--- src/rtl/rom_arb_pkg.sv ---
// Shared encodings for the ROM access arbiter: FSM states and the current port owner.
package rom_arb_pkg;

  typedef enum logic [1:0] {
    ST_IDLE = 2'd0,
    ST_REQ  = 2'd1,
    ST_BUSY = 2'd2,
    ST_DONE = 2'd3
  } arb_state_t;

  typedef enum logic [1:0] {
    OWN_NONE  = 2'd0,
    OWN_LD    = 2'd1,
    OWN_FETCH = 2'd2
  } owner_t;

endpackage

--- src/rtl/rom_access_arbiter.sv ---
// Shares the external ROM/SRAM controller port between the program loader (writes) and the
// CPU fetch path (reads), one latched transaction at a time over the request/busy handshake.
module rom_access_arbiter
  import rom_arb_pkg::*;
#(
  parameter int DATA_WIDTH    = 16,
  parameter int ADDRESS_WIDTH = 16,
  parameter int TIMEOUT       = 255
) (
  input  logic                     clk,
  input  logic                     reset_n,
  input  logic                     load_active,
  input  logic                     ld_request,
  input  logic [ADDRESS_WIDTH-1:0] ld_address,
  input  logic [DATA_WIDTH-1:0]    ld_data,
  output logic                     ld_busy,
  output logic                     ld_initialized,
  input  logic                     fetch_request,
  input  logic [ADDRESS_WIDTH-1:0] fetch_address,
  output logic                     fetch_busy,
  output logic                     fetch_valid,
  output logic [DATA_WIDTH-1:0]    fetch_data,
  output logic                     cpu_hold,
  output logic                     mem_request,
  output logic                     mem_write,
  output logic [ADDRESS_WIDTH-1:0] mem_address,
  output logic [DATA_WIDTH-1:0]    mem_wdata,
  input  logic [DATA_WIDTH-1:0]    mem_rdata,
  input  logic                     mem_busy,
  input  logic                     mem_initialized,
  output logic                     timeout_err
);

  localparam int CW = (TIMEOUT > 0) ? $clog2(TIMEOUT + 1) : 1;
  localparam logic [CW-1:0] CNT_LIMIT = CW'(TIMEOUT);

  arb_state_t               state_q, state_d;
  owner_t                   owner_q, owner_d;
  logic [CW-1:0]            count_q, count_d, count_inc;
  logic                     mem_request_d, mem_write_d, timeout_err_d;
  logic [ADDRESS_WIDTH-1:0] mem_address_d;
  logic [DATA_WIDTH-1:0]    mem_wdata_d, fetch_data_d;

  always_ff @(posedge clk or negedge reset_n) begin
    if (!reset_n) begin
      state_q        <= ST_IDLE;
      owner_q        <= OWN_NONE;
      count_q        <= '0;
      mem_request    <= 1'b0;
      mem_write      <= 1'b0;
      mem_address    <= '0;
      mem_wdata      <= '0;
      fetch_data     <= '0;
      timeout_err    <= 1'b0;
      ld_initialized <= 1'b0;
      cpu_hold       <= 1'b0;
    end else begin
      state_q        <= state_d;
      owner_q        <= owner_d;
      count_q        <= count_d;
      mem_request    <= mem_request_d;
      mem_write      <= mem_write_d;
      mem_address    <= mem_address_d;
      mem_wdata      <= mem_wdata_d;
      fetch_data     <= fetch_data_d;
      timeout_err    <= timeout_err_d;
      ld_initialized <= mem_initialized;
      cpu_hold       <= load_active | ~mem_initialized | (owner_q == OWN_LD);
    end
  end

  // The counter saturates at the limit so a disabled timeout (TIMEOUT=0) never wraps.
  assign count_inc = (count_q == CNT_LIMIT) ? count_q : count_q + CW'(1);

  always_comb begin
    state_d       = state_q;
    owner_d       = owner_q;
    count_d       = count_q;
    mem_request_d = mem_request;
    mem_write_d   = mem_write;
    mem_address_d = mem_address;
    mem_wdata_d   = mem_wdata;
    fetch_data_d  = fetch_data;
    timeout_err_d = timeout_err;

    case (state_q)
      ST_IDLE: begin
        if (mem_initialized) begin
          if (ld_request && load_active) begin
            owner_d       = OWN_LD;
            mem_write_d   = 1'b1;
            mem_address_d = ld_address;
            mem_wdata_d   = ld_data;
            mem_request_d = 1'b1;
            count_d       = '0;
            state_d       = ST_REQ;
          end else if (fetch_request && !load_active) begin
            owner_d       = OWN_FETCH;
            mem_write_d   = 1'b0;
            mem_address_d = fetch_address;
            mem_request_d = 1'b1;
            count_d       = '0;
            state_d       = ST_REQ;
          end
        end
      end

      ST_REQ: begin
        if (mem_busy) begin
          mem_request_d = 1'b0;
          state_d       = ST_BUSY;
        end else begin
          count_d = count_inc;
          // Abandon without acking the requester; a held fetch simply retries from IDLE.
          if ((TIMEOUT != 0) && (count_inc == CNT_LIMIT)) begin
            mem_request_d = 1'b0;
            timeout_err_d = 1'b1;
            owner_d       = OWN_NONE;
            state_d       = ST_IDLE;
          end
        end
      end

      ST_BUSY: begin
        if (!mem_busy) begin
          if (owner_q == OWN_FETCH) begin
            fetch_data_d = mem_rdata;
          end
          state_d = ST_DONE;
        end
      end

      ST_DONE: begin
        owner_d = OWN_NONE;
        state_d = ST_IDLE;
      end

      default: state_d = ST_IDLE;
    endcase
  end

  // A fetch in flight also blocks the loader, and a loader transaction also blocks the CPU.
  assign ld_busy     = ((state_q != ST_IDLE) && (owner_q == OWN_LD)) || (owner_q == OWN_FETCH);
  assign fetch_busy  = ((owner_q == OWN_FETCH) && (state_q != ST_IDLE)) || (owner_q == OWN_LD);
  assign fetch_valid = (state_q == ST_DONE) && (owner_q == OWN_FETCH);

endmodule

--- config.mk ---
export PLATFORM = sky130hd
export DESIGN_NAME = rom_access_arbiter
export DESIGN_NICKNAME = d
export VERILOG_FILES = /design/src/rtl/rom_arb_pkg.sv /design/src/rtl/rom_access_arbiter.sv
export SDC_FILE = /design/constraint.sdc
export NUM_CORES = 1
export LEC_CHECK = 0
export CAP_MARGIN = 20
export CORE_MARGIN = 5
export CORE_UTILIZATION = 40
export DETAILED_ROUTE_END_ITERATION = 8
export HOLD_SLACK_MARGIN = 0.06
export PLACE_DENSITY = 0.77
export REMOVE_ABC_BUFFERS = 1
export SLEW_MARGIN = 20
export SYNTH_ARGS = -nofsm -noshare
export SYNTH_HDL_FRONTEND = slang
export SYNTH_SLANG_ARGS = --single-unit
--- constraint.sdc ---
create_clock -name clk -period 6.19 [get_ports clk]
set_clock_uncertainty 0.1 [all_clocks]
set_input_delay 1.238 -clock clk [delete_from_list [all_inputs] [get_ports clk]]
set_output_delay 1.238 -clock clk [all_outputs]
set_load 0.03 [all_outputs]
# Word-level counts from Yosys, hierarchy flattened
# Cells that the tools add are included.
[word_totals]
elab_cells = 78
inputBits = 71
regBits = 65
out_inout_bits = 56
[classes]
n_reduce_logical = 21
mux = 28
eq_ne = 13
n_addsub = 1
bitwise_logic = 4
[ops]
columns = ["op", "n"]
rows = [
  ["2-to-1 mux 8 bit", 5],
  ["2-to-1 mux 16 bit", 2],
  ["2-to-1 mux 2 bit", 10],
  ["== test 8 bit (second input constant)", 2],
  ["case mux 8 bit (2 select lines)", 1],
  ["AND reduction 3 bit", 4],
  ["AND reduction 4 bit", 3],
  ["adder 8 x 1 -> 8 bit (second input constant)", 1],
  ["!= test 2 bit (second input constant)", 4],
  ["case mux 2 bit (4 select lines)", 1],
  ["2-to-1 mux 1 bit", 7],
  ["== test 2 bit (second input constant)", 3],
  ["!= test 3 bit (second input constant)", 2],
  ["case mux 2 bit (3 select lines)", 1],
  ["nonzero test 2 bit", 3],
  ["logical AND 1 bit", 5],
  ["AND reduction 5 bit", 1],
  ["== test 2 x 1 -> 1 bit (second input constant)", 2],
  ["nonzero test 3 bit", 1],
  ["zero test 2 bit", 1],
  ["logical OR 1 bit", 2],
  ["inverter 1 bit", 2],
  ["bitwise OR 1 bit", 2],
  ["case mux 1 bit (2 select lines)", 1],
  ["zero test 1 bit", 1],
]

# Logic depth before layout (Yosys ltp)
# Gate-level depths: netlist of the first run.
[depth]
ltp_word = 6
depth_mapped = 7
ltp_nobuf = 6

# Least setup slack after synthesis of the first run
# Ideal clock, no wire load.
[synth_timing]
path_kind = "register to output"
startpoint = "register owner_q[0]"
endpoint = "output port fetch_busy"
path_stages_with_launch = 3
slack_ps = 3589
t_required_ps = 4852
arrival_time_ps = 1263
cell_sequence = "dfrtp_1 -> nand2b_1 -> o21ai_0"
[synth_via]
elab_chain_cells = 3
[synth_lines]
columns = ["item", "line", "rtl"]
rows = [
  ["start, declared", "rom_access_arbiter.sv:38", "owner_t owner_q, owner_d;"],
  ["start signal, assigned", "rom_access_arbiter.sv:59", "owner_q <= owner_d;"],
  ["== test 2 bit", "rom_access_arbiter.sv:144", "assign fetch_busy = ((owner_q == OWN_FETCH) && (state_q != ST_IDLE)) || (owner_q == OWN_LD);"],
  ["logical AND 1 bit", "rom_access_arbiter.sv:144", ""],
  ["logical OR 1 bit (*)", "rom_access_arbiter.sv:144", ""],
  ["end, declared", "rom_access_arbiter.sv:20", "output logic fetch_busy,"],
]
# Every way passes the cells marked *; elsewhere a longest branch is shown, timed or not.

# Final worst setup path of the first run
[layout_timing]
startpoint = "register state_q[0]"
endpoint = "output port fetch_busy"
[layout_via]
elab_chain_cells = 3
[layout_lines]
columns = ["item", "line", "rtl"]
rows = [
  ["start, declared", "rom_access_arbiter.sv:37", "arb_state_t state_q, state_d;"],
  ["start signal, assigned", "rom_access_arbiter.sv:58", "state_q <= state_d;"],
  ["nonzero test 2 bit", "rom_access_arbiter.sv:144", ""],
  ["logical AND 1 bit", "rom_access_arbiter.sv:144", ""],
  ["logical OR 1 bit", "rom_access_arbiter.sv:144", ""],
]
# No other way between the ends.

==> summary by stage, run 1 <==
Clock network
The TritonCTS clock tree is yes. The maximum number of buffers from clock root to sink is 2. The total CTS buffers is 9. In this run, post-CTS hold repair placed 0 buffers. The post-cts repair resize count is 0. The cell at the root of the clock tree is clkbuf_8.

The clock edge transition at the registers on the reported setup and hold paths is 70 ps. The insertion delay to the later sink of the worst-skew pair is 330 ps. The H-tree depth reported by CTS is 3. The number of sinks driven by the clock tree is 65.

After clock tree synthesis, the setup repair step added 0 buffers.

Critical path
The worst reg2reg path depth is 6. The arrival time of the worst setup path is 2070 ps. The type of the worst setup path is reg -> out.

The critical path startpoint is state_q[0]. Of all nets on the critical path, the largest fanout is 13. The slowest cell on the critical path is clkdlybuf4s50_1. Together, buffers and inverters on the worst path number 1.

The critical path endpoint category is a primary output. The largest incremental delay on the critical path is 630 ps. The critical path crosses 3 cells after its start point. The kind of cell with the highest combined delay along the critical path is buffers and inverters. The worst register-to-register path begins at state_q[0]. Walking the worst path, the cells encountered are nor2_1 > o21ai_0 > clkdlybuf4s50_1. The worst setup path is launched from a register. STA puts the critical path data required time at 4850 ps.

Timing
The final hold violation count came to 0. The max-slew headroom at the worst pin is 0.400. Setup repair after global routing left no endpoint under its margin. The count of final setup violators is 0. The worst-margin pin slew is 897 ps. The count of final max-slew check failures came to 0. In the finished design, the share of the clock period the worst path needs comes to 0.550. After layout, the minimum clock period comes to 3410 ps.

The highest clock rate is 0.294 GHz. In the final timing run, aggregate negative setup slack is 0 ps.

Power and ir drop
Of the total power, the share spent switching nets is 0.397. In this run the power spent charging and discharging nets is 0.865 mW. The internal portion of total power is 1.31 mW. Of the total power, registers draw 0.330. Of the total power, combinational logic draws 0.493.

VDD sags by at most 0.255 mV. The power density over cell area is 487 mW/mm2. Of the total power, the clock network draws 0.177.

The leakage power is 1.90 nW. Overall power consumption after layout is estimated at 2.18 mW.

Cells and area
The final-stage net count is 447. The fraction of the core area covered by cells at the end of the flow is 0.622. The leading cell type in the layout, fill and taps excluded is clkdlybuf4s50_1.

In the final layout, the share of cells above drive strength 1 is 0.150. After routing the design area is 0.00446 mm2. The number of diodes is 0. In the layout the commonest cells are 125 x clkdlybuf4s50_1, 65 x dfrtp_1, 35 x mux2_2.

The area growth from synthesis to layout is 53.6%. The number of non-filler instances in the completed layout is 479.

Route
The detailed-route via count is 2431. The mean routed wirelength per cell is 15.1 um. The final wirelength is 7.25 mm. The post-route DRC violation count is 0.

The number of DRC markers after the initial detailed-route iteration is 139. Dividing the detail-routed via count by the number of cells gives 5.08. The detail route stage leaves a number of antenna-violating nets equal to 0.

The detailed-router iteration count before antenna repair is 4.

Logic synthesis
The post-synthesis instance area is 0.00291 mm2. The leading register cell type out of synthesis is dfrtp_1. The number of flops mapped to enable cells by yosys is 0.

The distinct cell type count after synthesis is 37. After synthesis, the share of flip-flops with an asynchronous set or reset is 1.00. The number of warnings reported in the yosys synthesis log is 0. The mean instance size in the synthesized netlist is 11.7 um2. For this run, the register share of the synthesized area comes to 0.560. Synthesis produced 248 cells. After synthesis the netlist holds a flip-flop and latch count of 65.

Min path
The number of stages on the worst hold path is 1. The start point of the worst hold path is timeout_err. The worst hold path class is reg -> reg.

Global routing
The initial antenna violation count was 0. The number of global-route vias before repair is 2376. The first global-routing pass estimated 11.2 mm of wire. Across every metal layer, demand over resource in global routing totals 0.160. The largest net degree at the start of global routing is 66. The total overflow left after global routing is 0.

Die
After floorplanning, the core was sized to cover 0.00718 mm2. The floorplan has 31 rows. For this design the top-level I/O count stands at 127. The die is 95.2 um tall. The horizontal die dimension is 95.2 um.

The area of the die is 0.00907 mm2. For this configuration, the core starts out at a cell density of 0.405.

Run status
The flow ran to the end, and the final reports show no timing, DRC or antenna violations.

Placement
The number of buffers inserted by port buffering is 126. After detailed placement, the design holds a cell count of 463. The cell area after placement is 0.00425 mm2. The detailed placement HPWL is 5.27 mm. The routability-driven placement congestion ratio is 0.845.

Job
The tool flagged a number of max-cap violations equal to 0.
==> stage by stage <==
| stage | hold slack, ps | setup slack [ps] |
|---|---|---|
| after floorplan | 404 | 3120 |
| after global placement | 354 | 2870 |
| after detailed placement | 378 | 2820 |
| after CTS | 398 | 2780 |
| after global routing | 416 | 2640 |
| final | 387 | 2780 |
==> metal layers <==
metal / routed length [um] / vias to the layer above / part of all wire / track usage
li1: - / 1156 / - / -
met1: 2870 / 1157 / 0.40 / 0.193
met2: 3510 / 111 / 0.48 / 0.258
met3: 783 / 7 / 0.11 / 0.0568
met4: 93 / 0 / 0.013 / 0.0673
met5: 0 / - / 0 / 0
==> worst reg2reg max path, delay by kind of cell, from the launching register on <==
family	cells	cell delay [ps]
compound gates	1	210
simple gates	3	810
mux	1	260
buf+inv	1	350
flops	1	510
==> sequential cells by signal, indices dropped and copies added, names as in the netlist, named ones only <==
| signal | flops |
|---|---|
| mem_address | 16 |
| mem_request | 1 |
| state_q | 1 |
| count_q | 8 |
| mem_write | 1 |
| fetch_data | 16 |
| mem_wdata | 16 |
| timeout_err | 1 |
| cpu_hold | 1 |
| owner_q | 2 |
| ld_initialized | 1 |
==> synthesized netlist by cell type (2+ instances only) <==
master	n	area share
a22oi_1	2	0.0052
nor3b_1	2	0.0052
and3_1	2	0.0043
buf_2	7	0.012
o211ai_1	2	0.0052
nand2_1	9	0.012
nor2_1	26	0.034
inv_1	2	0.0026
dfrtp_1	65	0.56
a21oi_1	27	0.047
a31oi_1	4	0.0086
nand3b_1	2	0.0052
mux2_2	35	0.14
a21o_1	2	0.0052
clkbuf_1	4	0.0052
a211oi_1	2	0.0052
nand2b_1	4	0.0086
and4_1	2	0.0060
o21ai_0	9	0.016
nand3_1	8	0.014
mux2i_1	16	0.055
==> cell type report <==
cell class              count  area (um2)
clock buffers              10         128
inverters                   2        7.51
fillers                   597        2710
flip-flops and latches     65        1630
clock inverters             6        82.6
well taps                  99         124
multi-input cells         169        1220
repair buffers            128        1270
==> power by group through the flow <==
stage               registers, mW  clock network, mW  logic (mW)
global placement            0.716                  0        1.06
floorplan                    1.04                  0       0.284
detailed placement          0.725                  0        1.08
global route                0.746              0.413        1.14
finish                      0.718              0.384        1.07
CTS                         0.719              0.395        1.08
==> worst paths after layout <==
| check | endpoint | slack [ps] |
|---|---|---|
| max | fetch_busy | 2780 |
| min | timeout_err | 390 |
| max reg2reg | count_q[0] | 3850 |
| min reg2reg | timeout_err | 390 |
| max in group asynchronous | fetch_data[10] | 4480 |
| min in group asynchronous | count_q[4] | 970 |
==> cell families (layout without fill, tap and decap cells) <==
family | Yosys count | in the layout | share of synthesized area
xor+xnor | 1 | 1 | 0.00302
mux | 51 | 51 | 0.191
simple gates | 62 | 62 | 0.113
buf+inv | 14 | 146 | 0.0211
flops | 65 | 65 | 0.560
compound gates | 54 | 54 | 0.108
fa+ha+maj | 1 | 1 | 0.00431
Power figures use the tool's default switching activity.
==> inputs of run 2 (changes only) <==
Clock period 6.19 ns to 3.5 ns, I/O delays scaled along.
==> summary by stage, run 2 (synthesis results as in run 1) <==
Critical path
In this run the register-to-register setup slack is 1180 ps. The critical path endpoint category is a primary output. The arrival time of the worst setup path is 2050 ps. Walking the worst path, the cells encountered are nor2_1 > o21ai_0 > clkdlybuf4s50_1. The type of the worst setup path is reg -> out.

The worst setup path is launched from a register. The reg-to-reg critical path endpoint is owner_q[0]. The instance count on the critical path is 3. In this run the worst setup path begins at state_q[0].

The end point of the critical path is fetch_busy. The number of buffers and inverters on the critical path is 1. On the critical path the largest part of the delay comes from buffers and inverters. The launch instance of the worst register-to-register path is count_q[0].

The required time at the worst-slack endpoint is 2700 ps. The slowest stage of the critical path is the clkdlybuf4s50_1 cell. The worst register-to-register path has a depth of 6. In this run the worst path has a maximum fanout of 13. The largest incremental delay on the critical path is 620 ps.

Die
The floorplan step defined a die boundary enclosing 0.00907 mm2. From left edge to right edge, the die measures 95.2 um. The height of the chip is 95.2 um. The total area inside the core boundary comes to 0.00718 mm2. For this configuration, the core starts out at a cell density of 0.405. 127 I/O pins were placed. The count of standard-cell rows is 31.

Timing
The routed design could run at a clock period as short as 2850 ps. Derived from the worst setup path, the maximum achievable clock frequency is 0.350 GHz. Setup violations remaining at the end of the flow were counted as 0. Setup repair after global routing left no endpoint under its margin. The worst path setup slack after routing is 646 ps. The final hold violation count was 0. The count of final max-slew check failures is 0. The max-slew headroom at the worst pin is 0.555. At the pin with the least slew margin, the transition time is 667 ps. In the finished design, the share of the clock period the worst path needs comes to 0.815. For the final routed database, the setup TNS stands at 0 ps.

Clock network
After clock tree synthesis, the clock-pin slew on the worst setup and hold paths is 70 ps. The TritonCTS clock tree is yes. The post-CTS setup buffer count is 0.

The clock reaches the later pin of the worst-skew pair after 330 ps. Buffers inserted to repair hold after CTS numbered 0. The post-cts repair resize count is 0.

The number of sinks driven by the clock tree is 65. The clock passes through at most 2 buffers. The cell at the root of the clock tree is clkbuf_8. The H-tree depth reported by CTS is 3. The total CTS buffers is 9.

Cells and area
The multi-input gate area in the final layout is 0.00122 mm2. The final-stage net count is 451. Of the cells placed in the final design, the portion with a size suffix greater than 1 is 0.157. The filler cells instantiated in the layout total 592. The area added between synthesis and finish is 53.0%.

In the layout the commonest cells are 125 x clkdlybuf4s50_1, 65 x dfrtp_1, 35 x mux2_2. The sequential cells in the finished layout cover a total of 0.00163 mm2. The library cell used most frequently in the layout, excluding fill and tap cells, is clkdlybuf4s50_1. The number of antenna diodes in the final layout is 0. The largest registers in the layout are fetch_data x16, mem_address x16, mem_wdata x16.

Route
The remaining antenna violation count after routing is 0. The routed design has 7.50 mm of wire. The detailed-router iteration count before antenna repair is 4. The number of DRC markers after the initial detailed-route iteration is 85. After detailed routing, the average wire length per cell comes to 15.6 um. In the routed design, unresolved DRC markers number 0. The via count normalized by instance count is 5.04.

The detailed-route via count is 2424.

Placement
The number of buffers inserted by port buffering is 126. At the end of routability-driven placement, the weighted congestion stood at 0.838. At the placement stage, the worst setup path has a slack of 815 ps. Once detailed placement completed, the half-perimeter wirelength came to 5.75 mm.

Global routing
Entering global routing, the biggest net connects 32 pins. The number of global-route vias before repair is 2530. The remaining global-route overflow is 0. In the global route stage, overall resource usage came out at 0.169. The initial antenna violation count was 0.

The wire length of the first global-routing pass is 11.9 mm.

Run status
The flow ran to the end, and the final reports show no timing, DRC or antenna violations.

Min path
The worst hold path class is in -> async.

Power and ir drop
Power spread over the standard cell area amounts to 838 mW/mm2. IR analysis of the VDD net gives a maximum drop of 0.393 mV. In this run the static leakage power is 1.90 nW.

Job
The number of maximum-capacitance violations is 0.
-- run 2: changes by cell type in the layout (fill, tap and decap cells not counted), sizes merged --
cell    previous run  this run
clkinv             3         2
bufinv             2         0
clkbuf            10        11
buf                3         7
-- run 2: per-stage QoR --
step / utilization / hold slack [ps] / total power [mW] / instances / cell area, um2
3_3_place_gp: 0.596 / 344 / 3.16 / 467 / 4280
3_5_place_dp: 0.596 / 346 / 3.21 / 467 / 4280
5_1_grt: 0.620 / 361 / 3.96 / 481 / 4450
2_1_floorplan: - / 304 / 2.34 / 236 / 2850
4_1_cts: 0.620 / 318 / 3.77 / 481 / 4450
6_report: 0.620 / 306 / 3.73 / 481 / 4450
-- run 2: cell type report --
class                      count  area share
inverter                       2     0.00169
sequential                    65       0.366
clock buffer                  11      0.0341
multi-input combinational    169       0.274
timing repair buffer         132       0.293
tap                           99      0.0279
clock inverter                 3     0.00394
-- run 2: how the worst min path moves through the flow --
stage                start                    endpoint  slack, ps  cells past startpoint
2_1_floorplan      reset_n  asynchronous set/reset pin        300                      0
3_3_place_gp   timeout_err                 timeout_err        340                      1
3_5_place_dp   timeout_err                 timeout_err        350                      1
4_1_cts            reset_n                mem_wdata[6]        320                      1
5_1_grt            reset_n               mem_wdata[11]        360                      1
6_report           reset_n                mem_wdata[6]        310                      1
-- run 2: where the power goes --
part           leakage (nW)  switching, mW  internal, mW
logic                  1.02           1.04         0.857
clock network        0.0871          0.266         0.285
registers             0.785          0.205          1.07
-- run 2: metal layers --
layer | wire [um] | GRT usage
met4 | 61 | 0.0445
met1 | 3060 | 0.208
met2 | 3630 | 0.278
met3 | 751 | 0.0663
met5 | 0 | 0
